==> config.mk <==
export PLATFORM = sky130hd
export DESIGN_NAME = regb_fifo_flags
export DESIGN_NICKNAME = d
export VERILOG_FILES = /design/src/rtl/regb_fifo_pkg.sv /design/src/rtl/regb_fifo_stage.sv /design/src/rtl/regb_fifo_flags.sv
export SDC_FILE = /design/constraint.sdc
export NUM_CORES = 1
export LEC_CHECK = 0
export ABC_AREA = 1
export BUFFER_PORTS_ARGS = -buffer_cell sky130_fd_sc_hd__buf_2
export CORE_UTILIZATION = 50
export DETAILED_ROUTE_END_ITERATION = 10
export PLACE_DENSITY_LB_ADDON = 0.25
export SLEW_MARGIN = 5
export SYNTH_ARGS = -nofsm -noshare
export SYNTH_HDL_FRONTEND = slang
export SYNTH_SLANG_ARGS = --single-unit
==> constraint.sdc <==
create_clock -name clk -period 2.2 [get_ports clk]
set_clock_uncertainty 0.15 [all_clocks]
set_input_delay 0 -clock clk [delete_from_list [all_inputs] [get_ports clk]]
set_output_delay 0 -clock clk [all_outputs]
set_load 0.05 [all_outputs]
==> src/rtl/regb_fifo_pkg.sv <==
// Shared constants and width helpers for the register-based fall-through FIFO.
package regb_fifo_pkg;

    localparam int DEF_DEPTH = 8;
    localparam int DEF_WIDTH = 8;

    function automatic int clog2(input int value);
        int res;
        res = 0;
        while ((1 << res) < value) begin
            res = res + 1;
        end
        return res;
    endfunction

    // Level must represent 0..DEPTH inclusive.
    function automatic int lvl_width(input int depth);
        return clog2(depth + 1);
    endfunction

endpackage

==> src/rtl/regb_fifo_stage.sv <==
// One FIFO slot: data register plus valid bit, loaded from wdata (tail insert) or from the
// next slot (shift toward head). Tail insert wins when both are requested; res_n clears synchronously.
module regb_fifo_stage #(
    parameter int WIDTH = 8
) (
    input  logic             clk,
    input  logic             res_n,
    input  logic             ld_wdata,
    input  logic             ld_up,
    input  logic [WIDTH-1:0] wdata,
    input  logic [WIDTH-1:0] up_dat,
    input  logic             up_vld,
    output logic [WIDTH-1:0] dat,
    output logic             vld
);

    logic [WIDTH-1:0] dat_q, dat_d;
    logic             vld_q, vld_d;

    always_comb begin
        dat_d = dat_q;
        vld_d = vld_q;
        if (ld_wdata) begin
            dat_d = wdata;
            vld_d = 1'b1;
        end else if (ld_up) begin
            dat_d = up_dat;
            vld_d = up_vld;
        end
    end

    always_ff @(posedge clk) begin
        if (!res_n) begin
            dat_q <= '0;
            vld_q <= 1'b0;
        end else begin
            dat_q <= dat_d;
            vld_q <= vld_d;
        end
    end

    assign dat = dat_q;
    assign vld = vld_q;

endmodule

==> src/rtl/regb_fifo_flags.sv <==
// Register-based fall-through FIFO with fill level and almost-full/almost-empty flags.
// Optional sticky overflow/underflow errors with err_clr when REGB_FIFO_ERR_EN is defined.
module regb_fifo_flags
    import regb_fifo_pkg::*;
#(
    parameter  int DEPTH    = DEF_DEPTH,
    parameter  int WIDTH    = DEF_WIDTH,
    parameter  int AF_LEVEL = DEPTH - 1,
    parameter  int AE_LEVEL = 1,
    localparam int LVL_W    = lvl_width(DEPTH)
) (
    input  logic             clk,
    input  logic             res_n,
    input  logic [WIDTH-1:0] wdata,
    input  logic             shift_in,
    input  logic             shift_out,
`ifdef REGB_FIFO_ERR_EN
    input  logic             err_clr,
    output logic             overflow,
    output logic             underflow,
`endif
    output logic [WIDTH-1:0] rdata,
    output logic             empty,
    output logic             full,
    output logic             almost_empty,
    output logic             almost_full,
    output logic [LVL_W-1:0] level
);

    logic [WIDTH-1:0] stg_dat [DEPTH];
    logic [DEPTH-1:0] stg_vld;
    logic [DEPTH-1:0] ld_wdata;
    logic             push_ok;
    logic             pop_ok;
    logic [LVL_W-1:0] level_q, level_d;
    logic [LVL_W-1:0] ins_idx;

    // The head valid bit gates the pop; it always agrees with level_q != 0.
    always_comb begin
        pop_ok  = shift_out & stg_vld[0];
        push_ok = shift_in & (~full | shift_out);
        ins_idx = level_q - {{(LVL_W-1){1'b0}}, pop_ok};
        level_d = level_q;
        if (push_ok && !pop_ok) begin
            level_d = level_q + 1'b1;
        end else if (pop_ok && !push_ok) begin
            level_d = level_q - 1'b1;
        end
        for (int k = 0; k < DEPTH; k++) begin
            ld_wdata[k] = push_ok && (ins_idx == LVL_W'(k));
        end
    end

    always_ff @(posedge clk) begin
        if (!res_n) begin
            level_q <= '0;
        end else begin
            level_q <= level_d;
        end
    end

    // Empty slots hold zero, so shifting from beyond the tail keeps rdata at 0 once drained.
    for (genvar k = 0; k < DEPTH; k++) begin : g_stage
        logic [WIDTH-1:0] up_dat;
        logic             up_vld;
        if (k == DEPTH - 1) begin : g_last
            assign up_dat = '0;
            assign up_vld = 1'b0;
        end else begin : g_mid
            assign up_dat = stg_dat[k+1];
            assign up_vld = stg_vld[k+1];
        end
        regb_fifo_stage #(
            .WIDTH (WIDTH)
        ) u_stage (
            .clk      (clk),
            .res_n    (res_n),
            .ld_wdata (ld_wdata[k]),
            .ld_up    (pop_ok),
            .wdata    (wdata),
            .up_dat   (up_dat),
            .up_vld   (up_vld),
            .dat      (stg_dat[k]),
            .vld      (stg_vld[k])
        );
    end

    assign rdata        = stg_dat[0];
    assign level        = level_q;
    assign empty        = (level_q == '0);
    assign full         = (level_q == LVL_W'(DEPTH));
    assign almost_empty = (level_q <= LVL_W'(AE_LEVEL));
    assign almost_full  = (level_q >= LVL_W'(AF_LEVEL));

`ifdef REGB_FIFO_ERR_EN
    logic overflow_q, overflow_d;
    logic underflow_q, underflow_d;

    // A new error event in the clearing cycle keeps the flag set.
    always_comb begin
        overflow_d  = (overflow_q & ~err_clr) | (shift_in & full & ~shift_out);
        underflow_d = (underflow_q & ~err_clr) | (shift_out & empty);
    end

    always_ff @(posedge clk) begin
        if (!res_n) begin
            overflow_q  <= 1'b0;
            underflow_q <= 1'b0;
        end else begin
            overflow_q  <= overflow_d;
            underflow_q <= underflow_d;
        end
    end

    assign overflow  = overflow_q;
    assign underflow = underflow_q;
`endif

endmodule
==> results of run 1 <==
==> what timing repair did <==
item | CTS | global route
hold endpoints to repair | 37 | 0
gates resized for setup | 2 | 16
cloned | 0 | 1
endpoints found under the setup margin | 2 | 64
pin swaps | 0 | 4
hold buffers | 9 | 0
==> area by class of cell <==
| type | count | area share [%] |
|---|---|---|
| multi-input cells | 454 | 49.50 |
| flip-flops and latches | 76 | 33.90 |
| repair buffers | 41 | 6.375 |
| clock buffers | 12 | 3.215 |
| well taps | 99 | 2.744 |
| inverters | 29 | 2.688 |
| clock inverters | 4 | 1.580 |
==> final timing paths <==
check / end / slack [ns] / cells past startpoint
max: level[2] / 0.11 / 12
min: g_stage[0].u_stage.vld / -0.009 / 4
max reg2reg: level[2] / 0.11 / 12
min reg2reg: g_stage[7].u_stage.vld / 0.32 / 2
==> metal layers <==
metal	global-route usage (%)	vias to the layer above	part of all wire, %
met2	41.09	86	48
met1	29.88	1776	46
met3	5.668	13	4.5
met5	0	-	0
met4	6.452	0	1.2
li1	-	1939	-
==> power by group through the flow <==
stage	registers, mW	logic [mW]	clock network, mW
6_report	1.60	1.24	1.18
5_1_grt	1.62	1.36	1.26
4_1_cts	1.60	1.18	1.20
3_5_place_dp	1.64	1.16	0
3_3_place_gp	1.63	1.14	0
2_1_floorplan	1.78	0.788	0
==> state kept, by name, indices dropped and copies added, names as in the netlist <==
| register | flops |
|---|---|
| g_stage.u_stage.vld | 8 |
| g_stage.u_stage.dat | 64 |
| level | 4 |
==> cells in the mapped netlist, drive strengths merged <==
library cell  instances  area, µm²
clkbuf               20      75.07
o31ai                 1      7.510
a31oi                 4      25.02
buf                   7      78.83
ha                    6      75.07
a21oi                75      375.4
o21ai                 6      30.03
nand2               267       1062
dfxtp                76       1521
nand3                73      375.4
xnor2                 1      8.760
inv                  29      111.4
nor2                 20      118.9
==> critical path, stage by stage, from the launching register on <==
cell and delay [ns]:
sky130_fd_sc_hd__dfxtp_4 0.37, sky130_fd_sc_hd__inv_4 0.09, sky130_fd_sc_hd__ha_4 0.15, sky130_fd_sc_hd__nand2_2 0.07, sky130_fd_sc_hd__nor2_4 0.15, sky130_fd_sc_hd__nand2_4 0.10, sky130_fd_sc_hd__nand2_4 0.14, sky130_fd_sc_hd__inv_2 0.06
sky130_fd_sc_hd__ha_4 0.25, sky130_fd_sc_hd__a21oi_1 0.12, sky130_fd_sc_hd__o21ai_1 0.11, sky130_fd_sc_hd__o21ai_1 0.14, sky130_fd_sc_hd__a21oi_1 0.07
==> stage by stage <==
stage,std cells,worst slack [ns],instance area (µm²)
floorplan,585,-0.007932,3955
global placement,689,0.06626,4119
detailed placement,689,0.01809,4119
CTS,714,0.004747,4433
global route,715,-0.01384,4514
finish,715,0.1088,4514
==> logic make-up (layout without fill, tap and decap cells) <==
kind of cell	after synthesis	count (layout)	share of synthesized area (%)
adder cells (fa/ha/maj)	6	6	1.942
AND/OR/NAND/NOR	360	361	40.27
buffers and inverters	56	86	6.863
XOR/XNOR	1	1	0.2267
AO/OA/AOI/OAI	86	86	11.33
flip-flops	76	76	39.37
==> reports/results.tsv, run 1 <==
stage	metric	value	unit
global_routing	grt_use_total	23.86	%
synthesis	avgSynthCellArea	6.607	µm²
final_layout	multi_input_logic_area	2235	µm²
floorplanning	die_h	89.92	µm
floorplanning	dieWidth	89.92	µm
floorplanning	core_region_area	7370	µm²
route	avgViaCountPerCell	5.334	
clock_network	total_number_of_clock_tree_sinks	76	
sta	pins_over_their_slew_limit	0	
global_routing	grt_antenna_before_repair	0	
sta	final_critical_path_required_period	2.091	ns
critical_path	setup_crit_path_kind	reg2reg	
route	antenna_violating_nets_post_route	0	
final_layout	area_delta_synth_final	16.80	%
clock_network	cts_root_buffer	sky130_fd_sc_hd__clkbuf_8	
synthesis	gate_count_after_technology_mapping	585	
sta	timing.max_slew.rel_slack	48.03	%
clock_network	clk_pin_slew_worst_paths	0.07	ns
outcome	status	finished, violations left	
placed_design	dp_hpwl	5.930	mm
sta	setup_total_negative_slack	0	ns
global_routing	grt_pass1_wl	15.73	mm
pwr	power.net_switching	1.476	mW
pwr	power.total	4.027	mW
critical_path	cp_endpoint_kind	flop	
synthesis	synth_sequential_area_ratio	39.37	%
critical_path	setup.worst_path.start_class	flop	
critical_path	worst_ep_arrival_time	2.18	ns
sta	worst-slew-pin-transition	0.7796	ns
synthesis	syn_nets	603	
sta	report.final.setup_viol	0	
clock_network	cts_inserted_buffers	9	
route	dr_total_vias	3814	
final_layout	layout.filler_cells	700	
synthesis	flop_and_latch_count_out_of_synthesis	76	
floorplanning	rows	31	
placed_design	gp_congestion	0.8525	
synthesis	post_synthesis_cell_area	3865	µm²
clock_network	post-cts-setup-buffers	0	
critical_path	startpoint	level[1]	
critical_path	r2r-start	level[1]	
flow_run	maxCapViolCount	0	
route	drt_iter0_markers	306	
critical_path	critical_path_required	2.29	ns
floorplanning	initial_utilization	52.44	%
floorplanning	die_area	8086	µm²
critical_path	cp_max_fo	5	
floorplanning	num_io_pins	28	
final_layout	core_utilization_of_the_finished_layout	61.26	%
pwr	p_int	2.552	mW
sta	max_clock_freq	0.4782	GHz
synthesis	synth.yosys.warnings	0	
route	detail_route.wl_per_cell	13.17	µm
worst_hold_path	worst_hold_path_type	in2reg	
pwr	power_leakage	1.950	nW
global_routing	via_count_of_the_first_global_routing_pass	3413	
outcome	violations	negative hold slack	
final_layout	seq_area	1530	µm²
synthesis	unique_cell_type_count_in_the_yosys_netlist	20	
clock_network	clock_tree.buffer_depth	2	
pwr	sw_frac_of_total	36.64	%
pwr	power.density	892.2	nW/µm²
final_layout	layout_commonest_cell	sky130_fd_sc_hd__nand2_1	
final_layout	drive_gt1_share	15.75	%
sta	finalHoldViolations	1	
clock_network	clock_insertion_delay_at_the_later_pin_of_the_skew_report	0.36	ns
clock_network	clock_tree.htree_level_count	3	
pwr	comb_power_share	30.8	%
route	detailedRoute.firstPassIterationCount	5	
final_layout	layout_common_cells	253 x sky130_fd_sc_hd__nand2_1, 75 x sky130_fd_sc_hd__a21oi_1, 73 x sky130_fd_sc_hd__dfxtp_1, 69 x sky130_fd_sc_hd__nand3_1, 27 x sky130_fd_sc_hd__buf_2	
route	detail_route.wirelength	9.419	mm
pwr	ir_drop	0.0004573	V
pwr	pwr-share-clk	29.4	%
route	route.detailed.drc	0	
worst_hold_path	worst_hold_startpoint	shift_out	
pwr	seqPwrFrac	39.8	%
sta	worst_hold_slack	-0.008708	ns
global_routing	grt_start_max_net_pins	73	
clock_network	tritoncts	done	
sta	post-route-period-util	95.05	%
final_layout	final_layout_net_count	629	
final_layout	antenna_cells_inserted	0	
global_routing	grt-ovfl-total	0	
placed_design	io_buffer_count	27	
(Power assumes the default switching activity.)
==> run 2, diff against run 1 <==
Settings changed: ABC_AREA 1 to default, SETUP_SLACK_MARGIN from default to 0.2.
==> reports/results.tsv, run 2 <==
stage	metric	value	unit	change
outcome	status	completed		
synthesis	post_synth_most_frequent_cells	76 x sky130_fd_sc_hd__dfxtp_1, 71 x sky130_fd_sc_hd__mux2i_1, 58 x sky130_fd_sc_hd__a21oi_1, 56 x sky130_fd_sc_hd__o31ai_1, 25 x sky130_fd_sc_hd__clkbuf_1		
critical_path	worst_path_max_delay_cell	sky130_fd_sc_hd__dfxtp_4		
critical_path	r2r-start	level[0]		
sta	final_critical_path_required_period	2.114	ns	+0.02269 ns
sta	worst_hold_slack	0.1816	ns	+0.1903 ns
critical_path	setup_crit_path_kind	reg2reg		
route	dr_total_vias	2999		-21%
sta	max_clock_freq	0.4731	GHz	-1.1%
clock_network	clock_insertion_delay_at_the_later_pin_of_the_skew_report	0.35	ns	about the same
final_layout	layoutNonFillerInstCount	531		-26%
final_layout	layout.filler_cells	489		-30%
route	detailedRoute.firstPassIterationCount	4		-1
pwr	seqPwrFrac	31.5	%	-8.3 points
sta	pins_over_their_slew_limit	0		unchanged
sta	rsz0062_at_grt	true		
pwr	pwr-share-clk	19.2	%	-10 points
critical_path	reg2reg_setup_slack	0.09	ns	-0.02 ns
critical_path	cpPeakStageDelay	0.36	ns	about the same
final_layout	drive_gt1_share	34.71	%	+19 points
critical_path	setup.worst_path.start_class	flop		
worst_hold_path	worst_hold_startpoint	shift_out		
critical_path	timing.critical_path.cells	inv_4, ha_4, and3b_4, a21boi_4, buf_4, nand3b_1, buf_4, buf_6, o31ai_1, a21oi_1		
critical_path	cp_endpoint_kind	flop		
route	avgViaCountPerCell	5.648		+5.9%
global_routing	grt_start_max_net_pins	58		-21%
clock_network	clock_tree.buffer_depth	2		unchanged
global_routing	via_count_of_the_first_global_routing_pass	2766		-19%
clock_network	clock_tree.htree_level_count	3		unchanged
final_layout	layout_common_cells	71 x sky130_fd_sc_hd__mux2i_1, 71 x sky130_fd_sc_hd__dfxtp_1, 40 x sky130_fd_sc_hd__o31ai_1, 37 x sky130_fd_sc_hd__a21oi_1, 27 x sky130_fd_sc_hd__buf_2		
synthesis	synth.top_cells.by_area	sky130_fd_sc_hd__dfxtp_1 42%, sky130_fd_sc_hd__mux2i_1 20%, sky130_fd_sc_hd__o31ai_1 12%		
floorplanning	num_io_pins	28		unchanged
critical_path	worst_ep_arrival_time	2.19	ns	about the same
placed_design	dpl.cell_count	480		-30%
synthesis	avgSynthCellArea	9.520	µm²	+44%
route	route.detailed.drc	0		unchanged
critical_path	rr_worst_depth	10		-2
worst_hold_path	hold_end	g_stage[0].u_stage.dat[5]		
critical_path	cp_max_fo	8		+3
floorplanning	core_region_area	6869	µm²	-6.8%
placed_design	gp_congestion	0.7612		-11%
pwr	power.density	1217	nW/µm²	+36%
sta	finalHoldViolations	0		-1
synthesis	post-synth-top-area-fraction	42.28	%	+2.9 points
sta	report.final.setup_viol	0		unchanged
pwr	power.net_switching	2.461	mW	+67%
worst_hold_path	worst_hold_path_type	in2reg		
pwr	p_int	3.370	mW	+32%
floorplanning	die_area	7540	µm²	-6.7%
clock_network	tritoncts	done		
synthesis	synth.yosys.warnings	0		unchanged
synthesis	synth_sequential_area_ratio	42.28	%	+2.9 points
synthesis	gate_count_after_technology_mapping	378		-35%
final_layout	largest_register_ffs	64		unchanged
synthesis	syn_nets	396		-34%
sta	timing.max_slew.rel_slack	71.22	%	+23 points
synthesis	flop_and_latch_count_out_of_synthesis	76		unchanged
synthesis	number_of_enable_flip_flop_cells_after_synthesis	0		unchanged
floorplanning	rows	30		-3.2%
global_routing	grt_pass1_wl	13.25	mm	-16%
clock_network	total_number_of_clock_tree_sinks	76		unchanged
placed_design	dp_hpwl	5.262	mm	-11%
pwr	sw_frac_of_total	42.21	%	+5.6 points
critical_path	crit_family	buffers and inverters		
critical_path	worstReg2RegEnd	g_stage[5].u_stage.dat[0]		
placed_design	io_buffer_count	27		unchanged
global_routing	grt_use_total	22.57	%	-1.3 points
pwr	comb_power_share	49.4	%	+19 points
synthesis	synth_most_common_cell	sky130_fd_sc_hd__dfxtp_1		
critical_path	critical_path_required	2.28	ns	about the same
clock_network	cts_root_buffer	sky130_fd_sc_hd__clkbuf_8		
floorplanning	die_h	86.84	µm	-3.4%
floorplanning	dieWidth	86.84	µm	-3.4%
synthesis	unique_cell_type_count_in_the_yosys_netlist	37		+85%
pwr	power_leakage	1.983	nW	+1.6%
clock_network	cts_inserted_buffers	9		unchanged
final_layout	antenna_cells_inserted	0		unchanged
route	antenna_violating_nets_post_route	0		unchanged
worst_hold_path	min_path_cells	5		+1
final_layout	layout.cell_area.non_filler	4790	µm²	+6.1%
route	detail_route.wl_per_cell	16.49	µm	+25%
global_routing	grt_antenna_before_repair	0		unchanged
synthesis	ys.flop_type	sky130_fd_sc_hd__dfxtp_1		
critical_path	cp_common_cell	sky130_fd_sc_hd__buf_4		
floorplanning	initial_utilization	52.39	%	-0.059 points
flow_run	maxCapViolCount	0		unchanged
synthesis	synth_largest_area_cell	sky130_fd_sc_hd__dfxtp_1		
synthesis	post_synthesis_cell_area	3598	µm²	-6.9%
pwr	ir_drop	0.0004799	V	+4.9%
sta	post-route-period-util	96.09	%	+1.0 points
clock_network	clk_pin_slew_worst_paths	0.08	ns	about the same
final_layout	area_delta_synth_final	33.10	%	
critical_path	cp.buffers_inverters	4		+2
sta	worst-slew-pin-transition	0.4318	ns	-0.3478 ns
route	detail_route.wirelength	8.756	mm	-7.0%
placed_design	placed_area	4081	µm²	-0.91%
route	drt_iter0_markers	169		-45%
global_routing	grt-ovfl-total	0		unchanged
final_layout	final_layout_net_count	449		-29%
synthesis	synth_async_sr_flop_share	0	%	unchanged
-- run 2: metrics by stage --
stage | utilization [%] | setup TNS (ns) | setup WS (ns) | power [mW]
after detailed placement | 59.42 | 0 | 0.01990 | 4.216
final | 69.73 | 0 | 0.08611 | 5.831
after global placement | 59.42 | 0 | 0.06324 | 4.147
after CTS | 67.29 | 0 | 0.1370 | 5.562
after global routing | 69.73 | 0 | 0.009296 | 6.109
after floorplan | - | -1.956 | -0.1219 | 3.720
-- run 2: worst max path at each step --
stage | start | slack [ns] | endpoint | depth (start not counted)
2_1_floorplan | level[2] | -0.12 | level[3] | 8
3_3_place_gp | level[1] | 0.06 | g_stage[3].u_stage.dat[6] | 8
3_5_place_dp | g_stage[0].u_stage.vld | 0.02 | g_stage[3].u_stage.dat[3] | 8
4_1_cts | level[0] | 0.14 | level[3] | 9
5_1_grt | g_stage[0].u_stage.vld | 0.009 | g_stage[5].u_stage.dat[4] | 10
6_report | level[0] | 0.09 | g_stage[5].u_stage.dat[0] | 10
-- run 2: worst reg2reg max path: stages (launching register included) --
cell                       delay, ns
sky130_fd_sc_hd__dfxtp_4        0.36
sky130_fd_sc_hd__inv_4          0.05
sky130_fd_sc_hd__ha_4           0.15
sky130_fd_sc_hd__and3b_4        0.18
sky130_fd_sc_hd__a21boi_4       0.17
sky130_fd_sc_hd__buf_4          0.16
sky130_fd_sc_hd__nand3b_1       0.10
sky130_fd_sc_hd__buf_4          0.19
sky130_fd_sc_hd__buf_6          0.14
sky130_fd_sc_hd__o31ai_1        0.26
sky130_fd_sc_hd__a21oi_1        0.08
-- run 2: power by group through the flow --
stage,logic (mW),clock network (mW),registers (mW)
final,2.88,1.12,1.83
after global routing,3.05,1.19,1.87
after CTS,2.61,1.12,1.83
after detailed placement,2.36,0,1.86
after global placement,2.30,0,1.85
after floorplan,1.56,0,2.16
-- run 2: logic make-up (layout without fill, tap and decap cells) --
family / after synthesis / count (layout) / synth area share, %
AOI/OAI and AO/OA: 129 / 129 / 22.74
DFF: 76 / 76 / 42.28
muxes: 71 / 71 / 19.75
and+or+nand+nor: 46 / 50 / 6.954
buffers and inverters: 46 / 99 / 5.215
adders and majority gates: 6 / 6 / 2.086
xor gates and xnor gates: 4 / 4 / 0.9738
-- run 2: per-layer routing --
layer  global-route usage (%)  routed length, µm  vias to the layer above
met2                    37.87               4310                       51
met3                    3.524                218                       15
met1                    29.13               4054                     1442
met5                        0                  0                        -
li1                         -                  -                     1491
met4                    8.636                173                        0
-- run 2: final cells by class --
cell class              count  area, µm²  area share (%)
flip-flops and latches     76       1538           32.11
clock inverters             5      58.81           1.228
well taps                  96      120.1           2.508
multi-input cells         260       2253           47.05
clock buffers              10      148.9           3.109
repair buffers             79      644.4           13.45
inverters                   5      26.28          0.5486
-- run 2: timing repair --
item / CTS / global route
pin swaps: 9 / 6
hold buffers: 16 / 0
endpoints found under the hold margin: 65 / 0
cloned: 0 / 4
gates resized for setup: 21 / 24
setup buffers: 10 / 6
endpoints found under the setup margin: 53 / 71
==> run 3, diff against run 2 <==
--- a/constraint.sdc
+++ b/constraint.sdc
@@ -4,2 +4,2 @@
 set_output_delay 0 -clock clk [all_outputs]
-set_load 0.05 [all_outputs]
+set_load 0.1 [all_outputs]
==> reports/results.tsv, run 3 (synthesized netlist as in run 2, its figures left out) <==
stage	metric	value	unit	change
outcome	status	completed		
clock_network	clk_pin_slew_worst_paths	0.08	ns	about the same
route	detail_route.wirelength	9.601	mm	+9.7%
sta	worst-slew-pin-transition	0.5989	ns	+0.1671 ns
critical_path	setup.worst_path.start_class	flop		
pwr	power.total	6.577	mW	+13%
sta	timing.max_slew.rel_slack	60.07	%	-11 points
worst_hold_path	worst_hold_path_type	in2reg		
critical_path	cp.buffers_inverters	4		unchanged
critical_path	cp_max_fo	7		-1
critical_path	cpPeakStageDelay	0.37	ns	about the same
placed_design	gp_congestion	0.7463		-2.0%
route	detail_route.wl_per_cell	18.08	µm	+9.7%
pwr	ir_drop	0.0007441	V	+55%
critical_path	crit_family	buffers and inverters		
sta	rsz0062_at_grt	true		
global_routing	via_count_of_the_first_global_routing_pass	2870		+3.8%
sta	worst_hold_slack	0.02881	ns	-0.1528 ns
pwr	power_leakage	2.009	nW	+1.3%
final_layout	layout.cell_area.non_filler	4943	µm²	+3.2%
sta	report.final.setup_viol	0		unchanged
pwr	power.density	1330	nW/µm²	+9.3%
critical_path	cp_common_cell	sky130_fd_sc_hd__buf_4		
route	antenna_violating_nets_post_route	0		unchanged
route	drt_iter0_markers	166		-1.8%
clock_network	total_number_of_clock_tree_sinks	76		unchanged
floorplanning	dieWidth	86.84	µm	unchanged
final_layout	largest_register_ffs	64		unchanged
global_routing	grt_start_max_net_pins	35		-40%
placed_design	dp_hpwl	5.680	mm	+7.9%
placed_design	io_buffer_count	27		unchanged
clock_network	clock_tree.htree_level_count	3		unchanged
critical_path	worst_path_max_delay_cell	sky130_fd_sc_hd__dfxtp_4		
clock_network	clock_tree.buffer_depth	2		unchanged
sta	final_critical_path_required_period	2.117	ns	+0.003459 ns
sta	post-route-period-util	96.24	%	+0.16 points
route	detailedRoute.firstPassIterationCount	4		unchanged
critical_path	cp_endpoint_kind	flop		
floorplanning	num_io_pins	28		unchanged
sta	pins_over_their_slew_limit	0		unchanged
placed_design	placed_area	4048	µm²	-0.83%
global_routing	grt_antenna_before_repair	0		unchanged
route	avgViaCountPerCell	5.849		+3.6%
final_layout	area_delta_synth_final	37.38	%	
floorplanning	core_region_area	6869	µm²	unchanged
global_routing	grt-ovfl-total	0		unchanged
floorplanning	die_area	7540	µm²	unchanged
global_routing	grt_use_total	24.29	%	+1.7 points
sta	max_clock_freq	0.4723	GHz	-0.16%
clock_network	tritoncts	done		
final_layout	antenna_cells_inserted	0		unchanged
floorplanning	die_h	86.84	µm	unchanged
final_layout	final_layout_net_count	449		unchanged
floorplanning	rows	30		unchanged
critical_path	reg2reg_setup_slack	0.08	ns	about the same
clock_network	cts_inserted_buffers	9		unchanged
critical_path	setup_crit_path_kind	reg2reg		
final_layout	drive_gt1_share	41.84	%	+7.1 points
sta	finalHoldViolations	0		unchanged
critical_path	timing.critical_path.cells	inv_4, ha_4, and3b_4, a21boi_4, buf_4, nand3b_1, buf_4, buf_6, o31ai_2, a21oi_2		
flow_run	maxCapViolCount	0		unchanged
critical_path	critical_path_required	2.28	ns	about the same
critical_path	worst_ep_arrival_time	2.20	ns	about the same
route	dr_total_vias	3106		+3.6%
final_layout	layout_common_cells	71 x sky130_fd_sc_hd__mux2i_1, 71 x sky130_fd_sc_hd__dfxtp_1, 30 x sky130_fd_sc_hd__a21oi_1, 28 x sky130_fd_sc_hd__a21oi_2		
route	route.detailed.drc	0		unchanged
global_routing	grt_pass1_wl	14.18	mm	+7.0%
clock_network	clock_insertion_delay_at_the_later_pin_of_the_skew_report	0.35	ns	about the same
floorplanning	initial_utilization	52.39	%	unchanged
clock_network	cts_root_buffer	sky130_fd_sc_hd__clkbuf_8		
## run 3: worst register-to-register path, delay by kind of cell, from the launching register on
family / cells / cell delay, ns
buffers and inverters: 4 / 0.55
AO/OA/AOI/OAI: 3 / 0.51
flip-flops: 1 / 0.37
AND/OR/NAND/NOR: 2 / 0.28
adder cells (fa/ha/maj): 1 / 0.15
## run 3: final timing paths
| path | start | end | cells after the start |
|---|---|---|---|
| setup / recovery | level[0] | g_stage[5].u_stage.dat[5] | 10 |
| hold / removal | res_n | g_stage[6].u_stage.dat[4] | 3 |
| setup reg to reg | level[0] | g_stage[5].u_stage.dat[5] | 10 |
| hold reg to reg | g_stage[7].u_stage.dat[1] | g_stage[7].u_stage.dat[1] | 2 |
## run 3: per-layer routing
metal,GRT usage (%),up-vias,wire [µm]
met5,0,-,0
met4,8.636,0,136
met3,3.429,14,440
met2,40.73,77,4819
met1,31.83,1501,4205
li1,-,1514,-
## run 3: final cells by class
type                    count  area (µm²)
flip-flops and latches     76        1538
fillers                   463        1926
inverters                   5       23.77
repair buffers             77       603.1
clock inverters             5       58.81
clock buffers              10       148.9
well taps                  96       120.1
multi-input cells         262        2451
## run 3: power by group
group | switching (mW) | internal, mW
combinational | 2.46 | 1.18
sequential | 0.151 | 1.66
clock | 0.529 | 0.588
## run 3: stage by stage
step	setup slack [ns]	setup TNS (ns)	std cells	util (%)
after floorplan	-0.2804	-11.11	378	-
after global placement	-0.03871	-0.2968	485	58.93
after detailed placement	-0.1351	-0.9188	485	58.93
after CTS	0.1051	0	521	66.68
after global routing	0.02032	0	531	71.97
final	0.08265	0	531	71.97
## run 3: timing repair
| action | 4_1_cts | 5_1_grt |
|---|---|---|
| setup endpoints to repair | 73 | 74 |
| hold buffers | 9 | 0 |
| resized for setup | 31 | 62 |
| pin swaps | 13 | 17 |
| buffers inserted | 10 | 5 |
| cloned | 2 | 5 |
| hold endpoints to repair | 65 | 0 |
